`src/rtl/spi_pkg.sv`:
```
// Shared constants and FSM encoding for the SPI tuning-code receiver.
package spi_pkg;

    localparam int VOICE_BITS_DEF = 8;
    localparam int CODE_BITS_DEF  = 32;
    localparam int FRAME_BITS     = VOICE_BITS_DEF + CODE_BITS_DEF;
    localparam int CNT_BITS       = 6;

    localparam logic [1:0] PS_UPDATE_DEF = 2'd0;

    typedef enum logic [1:0] {
        ST_IDLE   = 2'd0,
        ST_SHIFT  = 2'd1,
        ST_COMMIT = 2'd2
    } rx_state_e;

endpackage

```
`src/rtl/spi_sync_edge.sv`:
```
// Two-flop synchroniser for one asynchronous pin, plus a third stage for edge detection.
module spi_sync_edge
    import spi_pkg::*;
#(
    parameter logic RESET_VAL = 1'b0
) (
    input  logic i_clk,
    input  logic i_rst_n,
    input  logic i_async,
    output logic o_level,
    output logic o_rise,
    output logic o_fall
);

    logic [2:0] sync_q;
    logic [2:0] sync_d;

    always_comb begin
        sync_d = {sync_q[1:0], i_async};
    end

    always_ff @(posedge i_clk or negedge i_rst_n) begin
        if (!i_rst_n) begin
            sync_q <= {3{RESET_VAL}};
        end else begin
            sync_q <= sync_d;
        end
    end

    assign o_level = sync_q[1];
    assign o_rise  = sync_q[1] & ~sync_q[2];
    assign o_fall  = ~sync_q[1] & sync_q[2];

endmodule

```
`src/rtl/spi_tuning_rx.sv`:
```
// SPI slave receiving voice/tuning-code frames; releases one update strobe
// to the dds block only in the pipeline slot where its tuning RAM may be written.
module spi_tuning_rx
    import spi_pkg::*;
#(
    parameter int         VOICE_BITS = VOICE_BITS_DEF,
    parameter int         CODE_BITS  = CODE_BITS_DEF,
    parameter int         NUM_VOICES = 256,
    parameter logic [1:0] PS_UPDATE  = PS_UPDATE_DEF
) (
    input  logic                  i_clk,
    input  logic                  i_reset_n,
    input  logic                  i_sclk,
    input  logic                  i_cs_n,
    input  logic                  i_mosi,
    input  logic [1:0]            i_pipeline_state,
    output logic                  o_SPI_flag,
    output logic [VOICE_BITS-1:0] o_SPI_voice_index,
    output logic [CODE_BITS-1:0]  o_SPI_tuning_code,
    output logic                  o_frame_error,
    output logic                  o_overrun
);

    localparam int                    FRAME_LEN = VOICE_BITS + CODE_BITS;
    localparam logic [CNT_BITS-1:0]   CNT_FULL  = CNT_BITS'(FRAME_LEN);
    localparam logic [CNT_BITS-1:0]   CNT_SAT   = CNT_BITS'(FRAME_LEN + 1);
    localparam logic [VOICE_BITS:0]   NUM_V     = (VOICE_BITS + 1)'(NUM_VOICES);

    // Reset asserts asynchronously but releases on a clock edge.
    logic [1:0] rst_sync_q;
    logic [1:0] rst_sync_d;
    logic       rst_n;

    always_comb begin
        rst_sync_d = {rst_sync_q[0], 1'b1};
    end

    always_ff @(posedge i_clk or negedge i_reset_n) begin
        if (!i_reset_n) begin
            rst_sync_q <= 2'b00;
        end else begin
            rst_sync_q <= rst_sync_d;
        end
    end

    assign rst_n = rst_sync_q[1];

    // Pin order: 0 = sclk, 1 = cs_n, 2 = mosi. cs_n syncs reset to 0 so a
    // chip select already low at reset release is not mistaken for a frame start.
    logic [2:0] pin_async;
    logic [2:0] pin_level;
    logic [2:0] pin_rise;
    logic [2:0] pin_fall;

    assign pin_async = {i_mosi, i_cs_n, i_sclk};

    genvar gi;
    generate
        for (gi = 0; gi < 3; gi++) begin : g_sync
            spi_sync_edge #(
                .RESET_VAL (1'b0)
            ) u_sync (
                .i_clk   (i_clk),
                .i_rst_n (rst_n),
                .i_async (pin_async[gi]),
                .o_level (pin_level[gi]),
                .o_rise  (pin_rise[gi]),
                .o_fall  (pin_fall[gi])
            );
        end
    endgenerate

    logic sclk_rise;
    logic cs_start;
    logic cs_end;
    logic mosi_bit;
    logic unused_edges;

    assign sclk_rise    = pin_rise[0];
    assign cs_start     = pin_fall[1];
    assign cs_end       = pin_rise[1];
    assign mosi_bit     = pin_level[2];
    assign unused_edges = &{1'b0, pin_level[1:0], pin_fall[0], pin_rise[2], pin_fall[2]};

    rx_state_e               state_q,     state_d;
    logic [CNT_BITS-1:0]     count_q,     count_d;
    logic [FRAME_LEN-1:0]    shift_q,     shift_d;
    logic                    pend_q,      pend_d;
    logic [VOICE_BITS-1:0]   buf_idx_q,   buf_idx_d;
    logic [CODE_BITS-1:0]    buf_code_q,  buf_code_d;
    logic [VOICE_BITS-1:0]   out_idx_q,   out_idx_d;
    logic [CODE_BITS-1:0]    out_code_q,  out_code_d;

    logic                    deliver;
    logic                    commit_ok;
    logic                    frame_err;
    logic                    overrun;
    logic                    idx_bad;

    assign idx_bad = {1'b0, shift_q[FRAME_LEN-1 -: VOICE_BITS]} >= NUM_V;

    always_comb begin
        state_d    = state_q;
        count_d    = count_q;
        shift_d    = shift_q;
        pend_d     = pend_q;
        buf_idx_d  = buf_idx_q;
        buf_code_d = buf_code_q;
        out_idx_d  = out_idx_q;
        out_code_d = out_code_q;
        commit_ok  = 1'b0;
        frame_err  = 1'b0;
        overrun    = 1'b0;
        deliver    = pend_q && (i_pipeline_state == PS_UPDATE);

        case (state_q)
            ST_IDLE: begin
                if (cs_start) begin
                    state_d = ST_SHIFT;
                    count_d = '0;
                end
            end
            ST_SHIFT: begin
                if (cs_end) begin
                    state_d = ST_COMMIT;
                end else if (sclk_rise) begin
                    shift_d = {shift_q[FRAME_LEN-2:0], mosi_bit};
                    if (count_q != CNT_SAT) begin
                        count_d = count_q + CNT_BITS'(1);
                    end
                end
            end
            ST_COMMIT: begin
                state_d = ST_IDLE;
                if ((count_q != CNT_FULL) || idx_bad) begin
                    frame_err = 1'b1;
                end else begin
                    commit_ok = 1'b1;
                end
            end
            default: state_d = ST_IDLE;
        endcase

        if (deliver) begin
            out_idx_d  = buf_idx_q;
            out_code_d = buf_code_q;
            pend_d     = 1'b0;
        end

        // A commit in the delivery cycle refills the slot being emptied: no overrun.
        if (commit_ok) begin
            buf_idx_d  = shift_q[FRAME_LEN-1 -: VOICE_BITS];
            buf_code_d = shift_q[CODE_BITS-1:0];
            pend_d     = 1'b1;
            overrun    = pend_q && !deliver;
        end
    end

    always_ff @(posedge i_clk or negedge rst_n) begin
        if (!rst_n) begin
            state_q    <= ST_IDLE;
            count_q    <= '0;
            shift_q    <= '0;
            pend_q     <= 1'b0;
            buf_idx_q  <= '0;
            buf_code_q <= '0;
            out_idx_q  <= '0;
            out_code_q <= '0;
        end else begin
            state_q    <= state_d;
            count_q    <= count_d;
            shift_q    <= shift_d;
            pend_q     <= pend_d;
            buf_idx_q  <= buf_idx_d;
            buf_code_q <= buf_code_d;
            out_idx_q  <= out_idx_d;
            out_code_q <= out_code_d;
        end
    end

    assign o_SPI_flag        = deliver;
    assign o_SPI_voice_index = deliver ? buf_idx_q  : out_idx_q;
    assign o_SPI_tuning_code = deliver ? buf_code_q : out_code_q;
    assign o_frame_error     = frame_err;
    assign o_overrun         = overrun;

endmodule

```
`config.mk`:
```
export PLATFORM = sky130hd
export DESIGN_NAME = spi_tuning_rx
export DESIGN_NICKNAME = d
export VERILOG_FILES = /design/src/rtl/spi_pkg.sv /design/src/rtl/spi_sync_edge.sv /design/src/rtl/spi_tuning_rx.sv
export SDC_FILE = /design/constraint.sdc
export NUM_CORES = 1
export LEC_CHECK = 0
export CAP_MARGIN = 10
export CORE_MARGIN = 2
export CORE_UTILIZATION = 28
export DETAILED_ROUTE_END_ITERATION = 16
export GPL_ROUTABILITY_DRIVEN = 0
export GPL_TIMING_DRIVEN = 0
export SYNTH_ARGS = -nofsm -noshare
export SYNTH_HDL_FRONTEND = slang
export SYNTH_SLANG_ARGS = --single-unit
```
`constraint.sdc`:
```
create_clock -name i_clk -period 4.1 [get_ports i_clk]
set_input_delay 0.82 -clock i_clk [delete_from_list [all_inputs] [get_ports i_clk]]
set_output_delay 0.82 -clock i_clk [all_outputs]
set_load 0.01 [all_outputs]
```
# Word-level counts from Yosys, hierarchy flattened
# Index checks and enable logic that the tools add are counted.
# W data, S select, Z words.
# op_classes
add_sub_neg	1
eq_ne	9
mux	17
bitwise_logic	7
reduce_logical	10
# ops
operator	count
$mux W32	1
$mux W6	4
$ne A6 B6 Y1 const B	2
$pmux W6 S2	1
$mux W8	1
$ne A2 B2 Y1 const B	4
$mux W1	7
$add A6 B1 Y6 const B	1
$reduce_and A5 Y1	1
$logic_not A2 Y1	2
$mux W2	2
$not A1 Y1	4
$pmux W2 S2	1
$reduce_bool A2 Y1	2
$and A1 B1 Y1	3
$reduce_and A3 Y1	1
$eq A2 B1 Y1 const B	1
$eq A2 B2 Y1 const B	1
$logic_and A1 B1 Y1	2
$ne A2 B1 Y1 const B	1
$reduce_and A2 Y1	1
$logic_not A1 Y1	1
# totals
register_bits	139
out_inout_bits	43
elab_cells	56

# Longest topological paths before layout
# Gate-level depths: netlist (run 1).
# depth
word_depth	5
depth_mapped	6
ltp_nobuf	5

# By module
# A second synthesis (run 1) with hierarchy kept.
# unflattened
cells_unflattened	321
hier_area_um2	5437.7
# by_module_without_submodules
mod	instances	cells_per_inst	area_each_um2	seq_area_each_um2
spi_tuning_rx	1	306	5167.5	3278.1
spi_sync_edge	3	5	90.1	75.1

# Least setup slack after synthesis (run 1)
# No wires, ideal clock.
# synth_timing
kind	input to output
from	input port i_pipeline_state[1]
to	output port o_SPI_tuning_code[23]
t_arrival_ns	1.855
required_time_ns	3.280
path_slack_ns	1.425
cell_stages	3
n_path_buf	1
cell_sequence	nor3b_1 -> buf_2 -> mux2_2
# synth_between
elab_chain_len	3
# synth_rtl
item	line	source
from (decl)	spi_tuning_rx.sv:16	input logic [1:0] i_pipeline_state,
$logic_not A2 Y1	spi_tuning_rx.sv:114	deliver = pend_q && (i_pipeline_state == PS_UPDATE);
$logic_and A1 B1 Y1	spi_tuning_rx.sv:114	
named net o_SPI_flag	spi_tuning_rx.sv:17	output logic o_SPI_flag,
$mux W32	--	
to (decl)	spi_tuning_rx.sv:19	output logic [CODE_BITS-1:0] o_SPI_tuning_code,
# The timed path passes the listed nets, and every way through them passes these cells.

# Worst setup path after layout (run 1)
# layout_timing
from	input port i_pipeline_state[1]
to	output port o_SPI_voice_index[7]
# layout_between
elab_chain_len	3
# layout_rtl
item	line	source
$logic_not A2 Y1	spi_tuning_rx.sv:114	
$logic_and A1 B1 Y1	spi_tuning_rx.sv:114	
$mux W8	--	
to (decl)	spi_tuning_rx.sv:18	output logic [VOICE_BITS-1:0] o_SPI_voice_index,
# Every way passes these cells.

==> results of run 1 <==
==> registers in the layout (all words and copies together) (netlist names) <==
signal                flops
state_q                   2
out_code_q               32
count_q                   6
out_idx_q                 8
shift_q                  40
buf_idx_q                 8
g_sync.u_sync.sync_q      8
rst_sync_q                2
buf_code_q               32
pend_q                    1
==> power by group through the flow <==
stage / clock, uW / sequential (uW) / combinational (uW)
3_3_place_gp: 0 / 1500 / 99.2
4_1_cts: 1540 / 1460 / 122
2_1_floorplan: 0 / 1480 / 82.5
6_report: 1500 / 1460 / 119
3_5_place_dp: 0 / 1490 / 121
5_1_grt: 1600 / 1470 / 131
==> cells by family (layout without fill, tap and decap cells) <==
| group | after synthesis | count (layout) |
|---|---|---|
| AO/OA/AOI/OAI | 12 | 12 |
| XOR/XNOR | 1 | 1 |
| adder cells (fa/ha/maj) | 3 | 3 |
| buffers and inverters | 16 | 98 |
| flip-flops | 139 | 139 |
| multiplexers | 122 | 122 |
| other | 1 | 1 |
| AND/OR/NAND/NOR | 26 | 26 |
==> layer usage <==
layer	vias up	global-route usage	wire, um
met5	-	0	0
met4	0	0.0464	174
li1	1271	-	-
met3	17	0.0363	363
met2	50	0.143	4090
met1	1387	0.124	4330
==> cell type report <==
class	count	area share
buffer	13	0.0177
clock buffer	21	0.0670
clock inverter	11	0.0175
inverter	3	0.00164
multi-input combinational	165	0.267
sequential	139	0.507
tap	260	0.0473
timing repair buffer	50	0.0754
==> critical path: stages <==
cell             delay [ps]
clkdlybuf4s50_1         440
nor3b_2                 460
buf_2                   390
mux2_2                  390
clkdlybuf4s50_1         490
==> Yosys cell counts, types with 3 or more instances <==
| library cell | number | area [um^2] |
|---|---|---|
| nor2_1 | 7 | 26.3 |
| mux2_2 | 81 | 912 |
| mux2_4 | 38 | 571 |
| buf_6 | 9 | 101 |
| ha_1 | 3 | 37.5 |
| dfrtp_1 | 139 | 3480 |
| buf_2 | 4 | 20.0 |
| inv_1 | 3 | 11.3 |
| nand3_1 | 3 | 15.0 |
| a21oi_1 | 4 | 20.0 |
| nand2_1 | 4 | 15.0 |
| nand2b_1 | 4 | 25.0 |
==> repair_timing <==
item                       CTS  global route
hold buffers                 0             0
setup endpoints to repair   39             0
resized for setup            1             0
==> metrics by stage <==
step	setup slack, ps	power [uW]	std cells
after CTS	213	3120	662
after detailed placement	-87.7	1610	630
final	280	3080	662
after floorplan	1420	1560	320
after global placement	-69.0	1590	629
after global routing	153	3200	662
==> worst paths after layout <==
| kind | cells past startpoint | endpoint | from | slack (ps) |
|---|---|---|---|---|
| min | 0 | g_sync[2].u_sync.sync_q[1] | g_sync[2].u_sync.sync_q[0] | 350 |
| max | 5 | o_SPI_voice_index[7] | i_pipeline_state[1] | 280 |
| max reg2reg | 4 | buf_idx_q[1] | count_q[4] | 2380 |
| max in group asynchronous | 1 | buf_code_q[25] | rst_sync_q[1] | 2800 |
| min in group asynchronous | 0 | out_code_q[5] | rst_sync_q[1] | 450 |
| min reg2reg | 0 | g_sync[2].u_sync.sync_q[1] | g_sync[2].u_sync.sync_q[0] | 350 |
==> flow_summary.yaml, run 1 <==
sta:
  setup_tns_ps: 0
  rsz0062_at_grt: "false"
  period_needed_ps: 3820
  setup_viol: 0
  finalClockSkew_ps: 12.4
  tightest_slew_ps: 911
  slew_headroom: 0.393
  whs_ps: 346
  finalCritPeriodShare: 0.932
  drv_slew: 0
  hold_violations: 0
  fmax_mhz: 262
routing:
  firstDrtPassIters: 4
  ant_nets: 0
  drtIter0Drc: 94
  vias: 2725
  via_per_inst: 4.12
  wl_per_cell_um: 13.5
  drc: 0
  wl_mm: 8.96
clock_network:
  path_clk_slew_ps: 60
  cts_tree: "built"
  clockBufferDepth: 2
  clockRootBuffer: "clkbuf_16"
  htreeDepth: 4
  clock_latency_ps: 420
  cts_sinks: 139
  cts_setup_buffers: 0
  cts_made_buffers: 17
cells_and_area:
  final_cell_area_um2: 6870
  ff_latch_area_um2: 3480
  drive_gt1_frac: 0.418
  layout_commonest_cell: "dfrtp_1"
  fillers: 1816
  antenna_cells: 0
  mostFrequentLayoutCells: "dfrtp_1, mux2_2, clkdlybuf4s50_1"
  syn2layout_area_growth_pct: 26.3
  nets: 399
  multi_input_area_um2: 1840
  fin_util: 0.364
placement:
  post-dp-hpwl_mm: 5.77
  dpl_cell_area_um2: 6290
  numPortBuffers: 49
synthesis:
  synth_top_family_by_area: "multiplexers"
  synthArstFlopShare: 1.00
  synthMuxAreaShare: 0.278
  yosysSeqAreaShare: 0.639
  ys.flop_type: "dfrtp_1"
  ys_ff_latch: 139
  synth_cell_types: 30
  synth_edf_count: 0
  yosysWarnings: 0
  syn_nets: 330
  synthCells: 320
  synth_compound_area_frac: 0.0179
  yosys.area_share.simple: 0.0308
  synth-xor-area-share: 0.00161
  synth_fa_ha_area_frac: 0.00690
  synth_area_um2: 5440
  synth.avg_cell_area_um2: 17.0
floorplanning:
  die_h_um: 143
  start_util: 0.288
  ioPinCount: 50
  rows: 50
  die-width_um: 143
  core_area_um2: 18900
  die_area_um2: 20600
grt:
  antenna_found_initial: 0
  grt_pass1_vias: 2961
  grt_max_degree: 70
  grt-ovfl-total: 0
  grt_pass1_wl_mm: 15.1
  grt_usage: 0.0963
power:
  vdd.ir_drop.worst_uv: 272
  p_leak_uw: 0.00339
  p_sw_frac: 0.220
  switchingPower_uw: 677
  intPower_uw: 2400
  pwr-share-clk: 0.487
  combPwrFrac: 0.039
  cellPowerDensity_nw_per_um2: 448
  seqPwrFrac: 0.475
run_status:
  outcome: "finished clean"
flow_run:
  drv_cap: 0
hold_path:
  hold_path_class: "flip-flop to flip-flop"
worst_setup_path:
  critPathKind: "primary input to output port"
  cp_max_fo: 10
  cp.arrival_ps: 3000
  required_ps: 3280
  start_kind: "primary input"
  cp-end-kind: "output port"
Power figures use the tool's default switching activity.
==> run 2: changes to the inputs <==
--- a/config.mk
+++ b/config.mk
@@ -5,12 +5,14 @@
 export SDC_FILE = /design/constraint.sdc
 export NUM_CORES = 1
 export LEC_CHECK = 0
+export ABC_AREA = 1
 export CAP_MARGIN = 10
 export CORE_MARGIN = 2
-export CORE_UTILIZATION = 28
+export CORE_UTILIZATION = 50
 export DETAILED_ROUTE_END_ITERATION = 16
 export GPL_ROUTABILITY_DRIVEN = 0
 export GPL_TIMING_DRIVEN = 0
+export PLACE_DENSITY = 0.74
 export SYNTH_ARGS = -nofsm -noshare
 export SYNTH_HDL_FRONTEND = slang
 export SYNTH_SLANG_ARGS = --single-unit
==> run 2 against run 1 <==
  * Design area decreased by 1.8%
  * Highest routed layer unchanged
  * Final cell count increased by 23%
  * Utilization increased by 28 points
==> flow_summary.yaml, run 2 <==
cells_and_area:
  drive_gt1_frac: 0.0885
  reg_top3: "shift_q (40), buf_code_q (32), out_code_q (32)"
  largest_reg_flops: 40
  ff_latch_area_um2: 3480
  fillers: 812
  syn2layout_area_growth_pct: 24.9
  layout_commonest_cell: "nand2_1"
  nets: 676
  top_register: "shift_q"
  antenna_cells: 0
  multi_input_area_um2: 1710
  mostFrequentLayoutCells: "nand2_1, dfrtp_1, nand3_1"
sta:
  finalCritPeriodShare: 0.896
  rsz0062_at_grt: "false"
  slew_headroom: 0.455
  fmax_mhz: 272
  setup_viol: 0
  period_needed_ps: 3670
  finalClockSkew_ps: 10.4
  tightest_slew_ps: 818
  drv_slew: 0
  hold_violations: 0
  setup_tns_ps: 0
grt:
  grt_max_degree: 75
  grt-ovfl-total: 0
  antenna_found_initial: 0
  grt_pass1_vias: 4081
  grt_pass1_wl_mm: 19.2
  grt_usage: 0.213
synthesis:
  synth_cell_types: 21
  synth_area_leaders: "dfrtp_1, nand2_1, nand3_1"
  yosysSeqAreaShare: 0.644
  ys_ff_latch: 139
  ys.flop_type: "dfrtp_1"
  yosysTopAreaCell: "dfrtp_1"
  synthArstFlopShare: 1.00
  synth_commonest_cells: "nand2_1, dfrtp_1, nand3_1"
  yosysWarnings: 0
  syn_nets: 607
  yosysTopAreaCellShare: 0.644
  synth_most_common_cell: "nand2_1"
  synth.avg_cell_area_um2: 9.05
  synth_area_um2: 5410
  synthCells: 597
  synth_edf_count: 0
routing:
  vias: 4013
  wl_mm: 10.9
  via_per_inst: 4.93
  firstDrtPassIters: 4
  drc: 0
  drtIter0Drc: 298
  wl_per_cell_um: 13.4
  ant_nets: 0
clock_network:
  cts_sinks: 139
  clockBufferDepth: 2
  cts_setup_buffers: 0
  path_clk_slew_ps: 50
  ctsHoldBuffers: 0
  clockRootBuffer: "clkbuf_8"
  htreeDepth: 4
  ctsResizeCount: 0
  clock_latency_ps: 520
  cts_tree: "built"
  cts_made_buffers: 17
floorplanning:
  die-width_um: 108
  die_area_um2: 11700
  die_h_um: 108
  ioPinCount: 50
  start_util: 0.519
  core_area_um2: 10400
  rows: 37
worst_setup_path:
  cp.arrival_ps: 2850
  required_ps: 3280
  critPathKind: "primary input to output port"
  cp_common_cell: "nand2_1"
  crit_slowest_cell: "clkdlybuf4s50_1"
  cp-end-kind: "output port"
  max_stage_delay_ps: 540
  cp_max_fo: 10
  start_kind: "primary input"
  crit_chain: "clkdlybuf4s50_1 -> nor2_1 -> nand2_1 -> inv_2 -> buf_2 -> nand2_1 -> nand2_1 -> clkdlybuf4s50_1"
placement:
  post-dp-hpwl_mm: 7.04
  numPortBuffers: 49
power:
  combPwrFrac: 0.044
  power.total_uw: 3290
  seqPwrFrac: 0.446
  p_sw_frac: 0.215
  p_leak_uw: 0.00368
  pwr-share-clk: 0.510
  cellPowerDensity_nw_per_um2: 487
  intPower_uw: 2580
  switchingPower_uw: 706
  vdd.ir_drop.worst_uv: 518
run_status:
  outcome: "finished clean"
flow_run:
  drv_cap: 0
hold_path:
  hold_path_class: "flip-flop to flip-flop"
run 2: power by group through the flow:
| stage | clock network [uW] | logic, uW | registers (uW) |
|---|---|---|---|
| 3_5_place_dp | 0 | 144 | 1490 |
| 3_3_place_gp | 0 | 118 | 1500 |
| 5_1_grt | 1770 | 165 | 1470 |
| 2_1_floorplan | 0 | 88.8 | 1490 |
| 4_1_cts | 1700 | 147 | 1470 |
| 6_report | 1680 | 144 | 1470 |
run 2: worst paths after layout:
path                                              end  depth (start not counted)  slack [ps]                        from
setup / recovery                 o_SPI_tuning_code[7]                          8         430         i_pipeline_state[1]
hold / removal             g_sync[0].u_sync.sync_q[1]                          0         350  g_sync[0].u_sync.sync_q[0]
setup reg to reg                       buf_code_q[11]                          8        2560                  count_q[0]
hold reg to reg            g_sync[0].u_sync.sync_q[1]                          0         350  g_sync[0].u_sync.sync_q[0]
max in group asynchronous                 shift_q[30]                          1        2820               rst_sync_q[1]
min in group asynchronous  g_sync[0].u_sync.sync_q[2]                          0         440               rst_sync_q[1]
run 2: critical path: cells and delay by family:
kind | cells | cell delay [ps]
buffers and inverters | 4 | 1390
AND/OR/NAND/NOR | 4 | 640
run 2: metal layers:
layer	track usage	share of wire	wire length (um)	vias up
li1	-	-	-	1989
met1	0.287	0.45	4950	1938
met2	0.344	0.50	5460	75
met3	0.0536	0.033	360	11
met4	0.0650	0.012	126	0
met5	0	0	0	-
run 2: stage by stage:
stage	setup WS, ps	area (um^2)	std cells	hold WS (ps)	util
global placement	473	6070	782	337	0.582
finish	427	6750	814	350	0.648
global route	206	6750	814	365	0.648
floorplan	1730	5410	597	331	-
detailed placement	362	6100	783	337	0.585
CTS	374	6750	814	352	0.648
run 2: kinds of logic after synthesis:
family | synth area share
other | 0.000694
flip-flops | 0.644
AO/OA/AOI/OAI | 0.00370
XOR/XNOR | 0.00486
adder cells (fa/ha/maj) | 0.00695
AND/OR/NAND/NOR | 0.301
buffers and inverters | 0.0396
run 2: final cells by class:
class | instances | area share
Clock buffer | 19 | 0.0640
Buffer | 28 | 0.0245
Clock inverter | 12 | 0.0326
Timing Repair Buffer | 50 | 0.0768
Tap cell | 136 | 0.0252
Multi-Input combinational cell | 417 | 0.254
Inverter | 13 | 0.00723
Sequential cell | 139 | 0.516
==> run 3: changes to the inputs <==
--- a/config.mk
+++ b/config.mk
@@ -8,11 +8,13 @@
 export ABC_AREA = 1
 export CAP_MARGIN = 10
 export CORE_MARGIN = 2
-export CORE_UTILIZATION = 50
+export CORE_UTILIZATION = 51
+export CTS_CLUSTER_SIZE = 28
 export DETAILED_ROUTE_END_ITERATION = 16
 export GPL_ROUTABILITY_DRIVEN = 0
 export GPL_TIMING_DRIVEN = 0
-export PLACE_DENSITY = 0.74
+export PLACE_DENSITY = 0.75
 export SYNTH_ARGS = -nofsm -noshare
 export SYNTH_HDL_FRONTEND = slang
 export SYNTH_SLANG_ARGS = --single-unit
+export TNS_END_PERCENT = 100
==> run 3 against run 2 <==
  * Final cell count grew 0.25%
  * Critical path depth fell by 1
  * Utilization is 0.59 points higher
  * Flip-flop and latch count is the same
  * Sequential power is essentially flat
  * Die area decreased by 1.9%
  * Via count grew 1.6%
  * Count of clock-buffer cells in the layout up 2
  * Combinational power rose by 5%
  * Largest cell class unchanged
==> flow_summary.yaml, run 3 (synthesized netlist as in run 2, its figures left out) <==
cells_and_area:
  layout_commonest_cell: "nand2_1"
  antenna_cells: 0
  reg_top3: "shift_q (40), buf_code_q (32), out_code_q (32)"
  fillers: 814
  ff_latch_area_um2: 3480
  fin_util: 0.654
  top_register: "shift_q"
  mostFrequentLayoutCells: "nand2_1, dfrtp_1, nand3_1"
  largest_reg_flops: 40
  fin_cells: 816
  syn2layout_area_growth_pct: 24.9
  multi_input_area_um2: 1710
  drive_gt1_frac: 0.0912
  nets: 677
clock_network:
  cts_tree: "built"
  ctsResizeCount: 0
  clockBufferDepth: 2
  cts_made_buffers: 17
  ctsHoldBuffers: 0
  cts_sinks: 139
  clock_latency_ps: 520
  path_clk_slew_ps: 60
  htreeDepth: 4
  cts_setup_buffers: 0
  clockRootBuffer: "clkbuf_8"
sta:
  period_needed_ps: 3690
  whs_ps: 218
  rsz0062_at_grt: "false"
  drv_slew: 0
  setup_tns_ps: 0
  setup_viol: 0
  tightest_slew_ps: 563
  fmax_mhz: 271
  slew_headroom: 0.624
  hold_violations: 0
  finalClockSkew_ps: 6.70
  finalCritPeriodShare: 0.900
power:
  seqPwrFrac: 0.456
  power.total_uw: 3200
  p_leak_uw: 0.00369
  combPwrFrac: 0.047
  cellPowerDensity_nw_per_um2: 474
  switchingPower_uw: 701
  vdd.ir_drop.worst_uv: 296
  p_sw_frac: 0.219
  pwr-share-clk: 0.497
  intPower_uw: 2500
routing:
  ant_nets: 0
  firstDrtPassIters: 5
  via_per_inst: 5.00
  vias: 4076
  drc: 0
  wl_mm: 10.8
  wl_per_cell_um: 13.2
  drtIter0Drc: 215
grt:
  met1_usage: 0.273
  grt_util_met3: 0.0492
  grt_busiest_layer: "met2"
  grt_max_degree: 65
  grt_pass1_vias: 4028
  grtUsageMet2: 0.347
  grt-ovfl-total: 0
  grt_pass1_wl_mm: 18.8
  antenna_found_initial: 0
  grt_usage: 0.209
floorplanning:
  start_util: 0.524
  rows: 37
  die_h_um: 107
  core_area_um2: 10300
  die_area_um2: 11400
  die-width_um: 107
  ioPinCount: 50
worst_setup_path:
  required_ps: 3280
  cp.arrival_ps: 2870
  cp_max_fo: 10
  r2r_cells: 8
  path_buf_inv: 3
  rrSetupSlack_ps: 2600
  cp_common_cell: "nand2_1"
  r2r_start: "count_q[0]"
  cp-end-kind: "output port"
  max_stage_delay_ps: 550
  crit_slowest_cell: "clkdlybuf4s50_1"
  critPathKind: "primary input to output port"
  cp_top_family: "buffers and inverters"
  start_kind: "primary input"
  r2r_end: "buf_idx_q[5]"
  crit_chain: "clkdlybuf4s50_1 -> nor2_1 -> nand2_1 -> clkbuf_1 -> nand2_1 -> nand2_1 -> clkdlybuf4s50_1"
run_status:
  outcome: "finished clean"
placement:
  numPortBuffers: 49
  dp_cells: 784
  post-dp-hpwl_mm: 7.33
flow_run:
  drv_cap: 0
hold_path:
  hold_path_class: "flip-flop to async pin"
-- run 3: changes by cell type in the layout (fill, tap and decap cells not counted) --
cell / previous run / this run
clkbuf_8: 2 / 4
bufinv_16: 6 / 4
clkinv_4: 0 / 3
clkinv_2: 2 / 4
clkinvlp_4: 4 / 0
buf_16: 1 / 2
-- run 3: layout make-up --
class                      instances  area share
multi-input combinational        417       0.254
tap                              136      0.0252
inverter                          13     0.00723
buffer                            28      0.0245
timing repair buffer              51      0.0808
sequential                       139       0.516
clock inverter                    11      0.0247
clock buffer                      21      0.0680
-- run 3: power by group through the flow --
stage	Sequential [uW]	Combinational [uW]	Clock, uW
global route	1460	175	1680
CTS	1460	154	1610
global placement	1500	119	0
floorplan	1490	88.8	0
finish	1460	151	1590
detailed placement	1480	153	0
-- run 3: worst max-delay path by stage --
| stage | startpoint | endpoint | slack, ps | cells past startpoint |
|---|---|---|---|---|
| floorplan | i_pipeline_state[1] | o_SPI_tuning_code[23] | 1730 | 6 |
| global placement | i_pipeline_state[1] | o_SPI_tuning_code[8] | 460 | 8 |
| detailed placement | i_pipeline_state[1] | o_SPI_tuning_code[6] | 420 | 7 |
| CTS | i_pipeline_state[0] | o_SPI_tuning_code[6] | 420 | 7 |
| finish | i_pipeline_state[1] | o_SPI_tuning_code[6] | 410 | 7 |
| global route | i_pipeline_state[0] | o_SPI_tuning_code[4] | 310 | 7 |
-- run 3: worst register-to-register path, delay by kind of cell, from the launching register on --
| family | cells | cell delay [ps] |
|---|---|---|
| buf+inv | 2 | 290 |
| fa+ha+maj | 1 | 150 |
| flops | 1 | 440 |
| simple gates | 5 | 510 |
-- run 3: per-stage QoR --
step	setup slack (ps)	instance area [um^2]
after floorplan	1730	5410
after detailed placement	425	6120
after CTS	417	6750
after global routing	313	6750
final	410	6750
after global placement	458	6070
-- run 3: metal layers --
layer | routed length, um | share of wire
met4 | 160 | 0.015
met5 | 0 | 0
met2 | 5510 | 0.51
met1 | 4770 | 0.44
met3 | 362 | 0.034
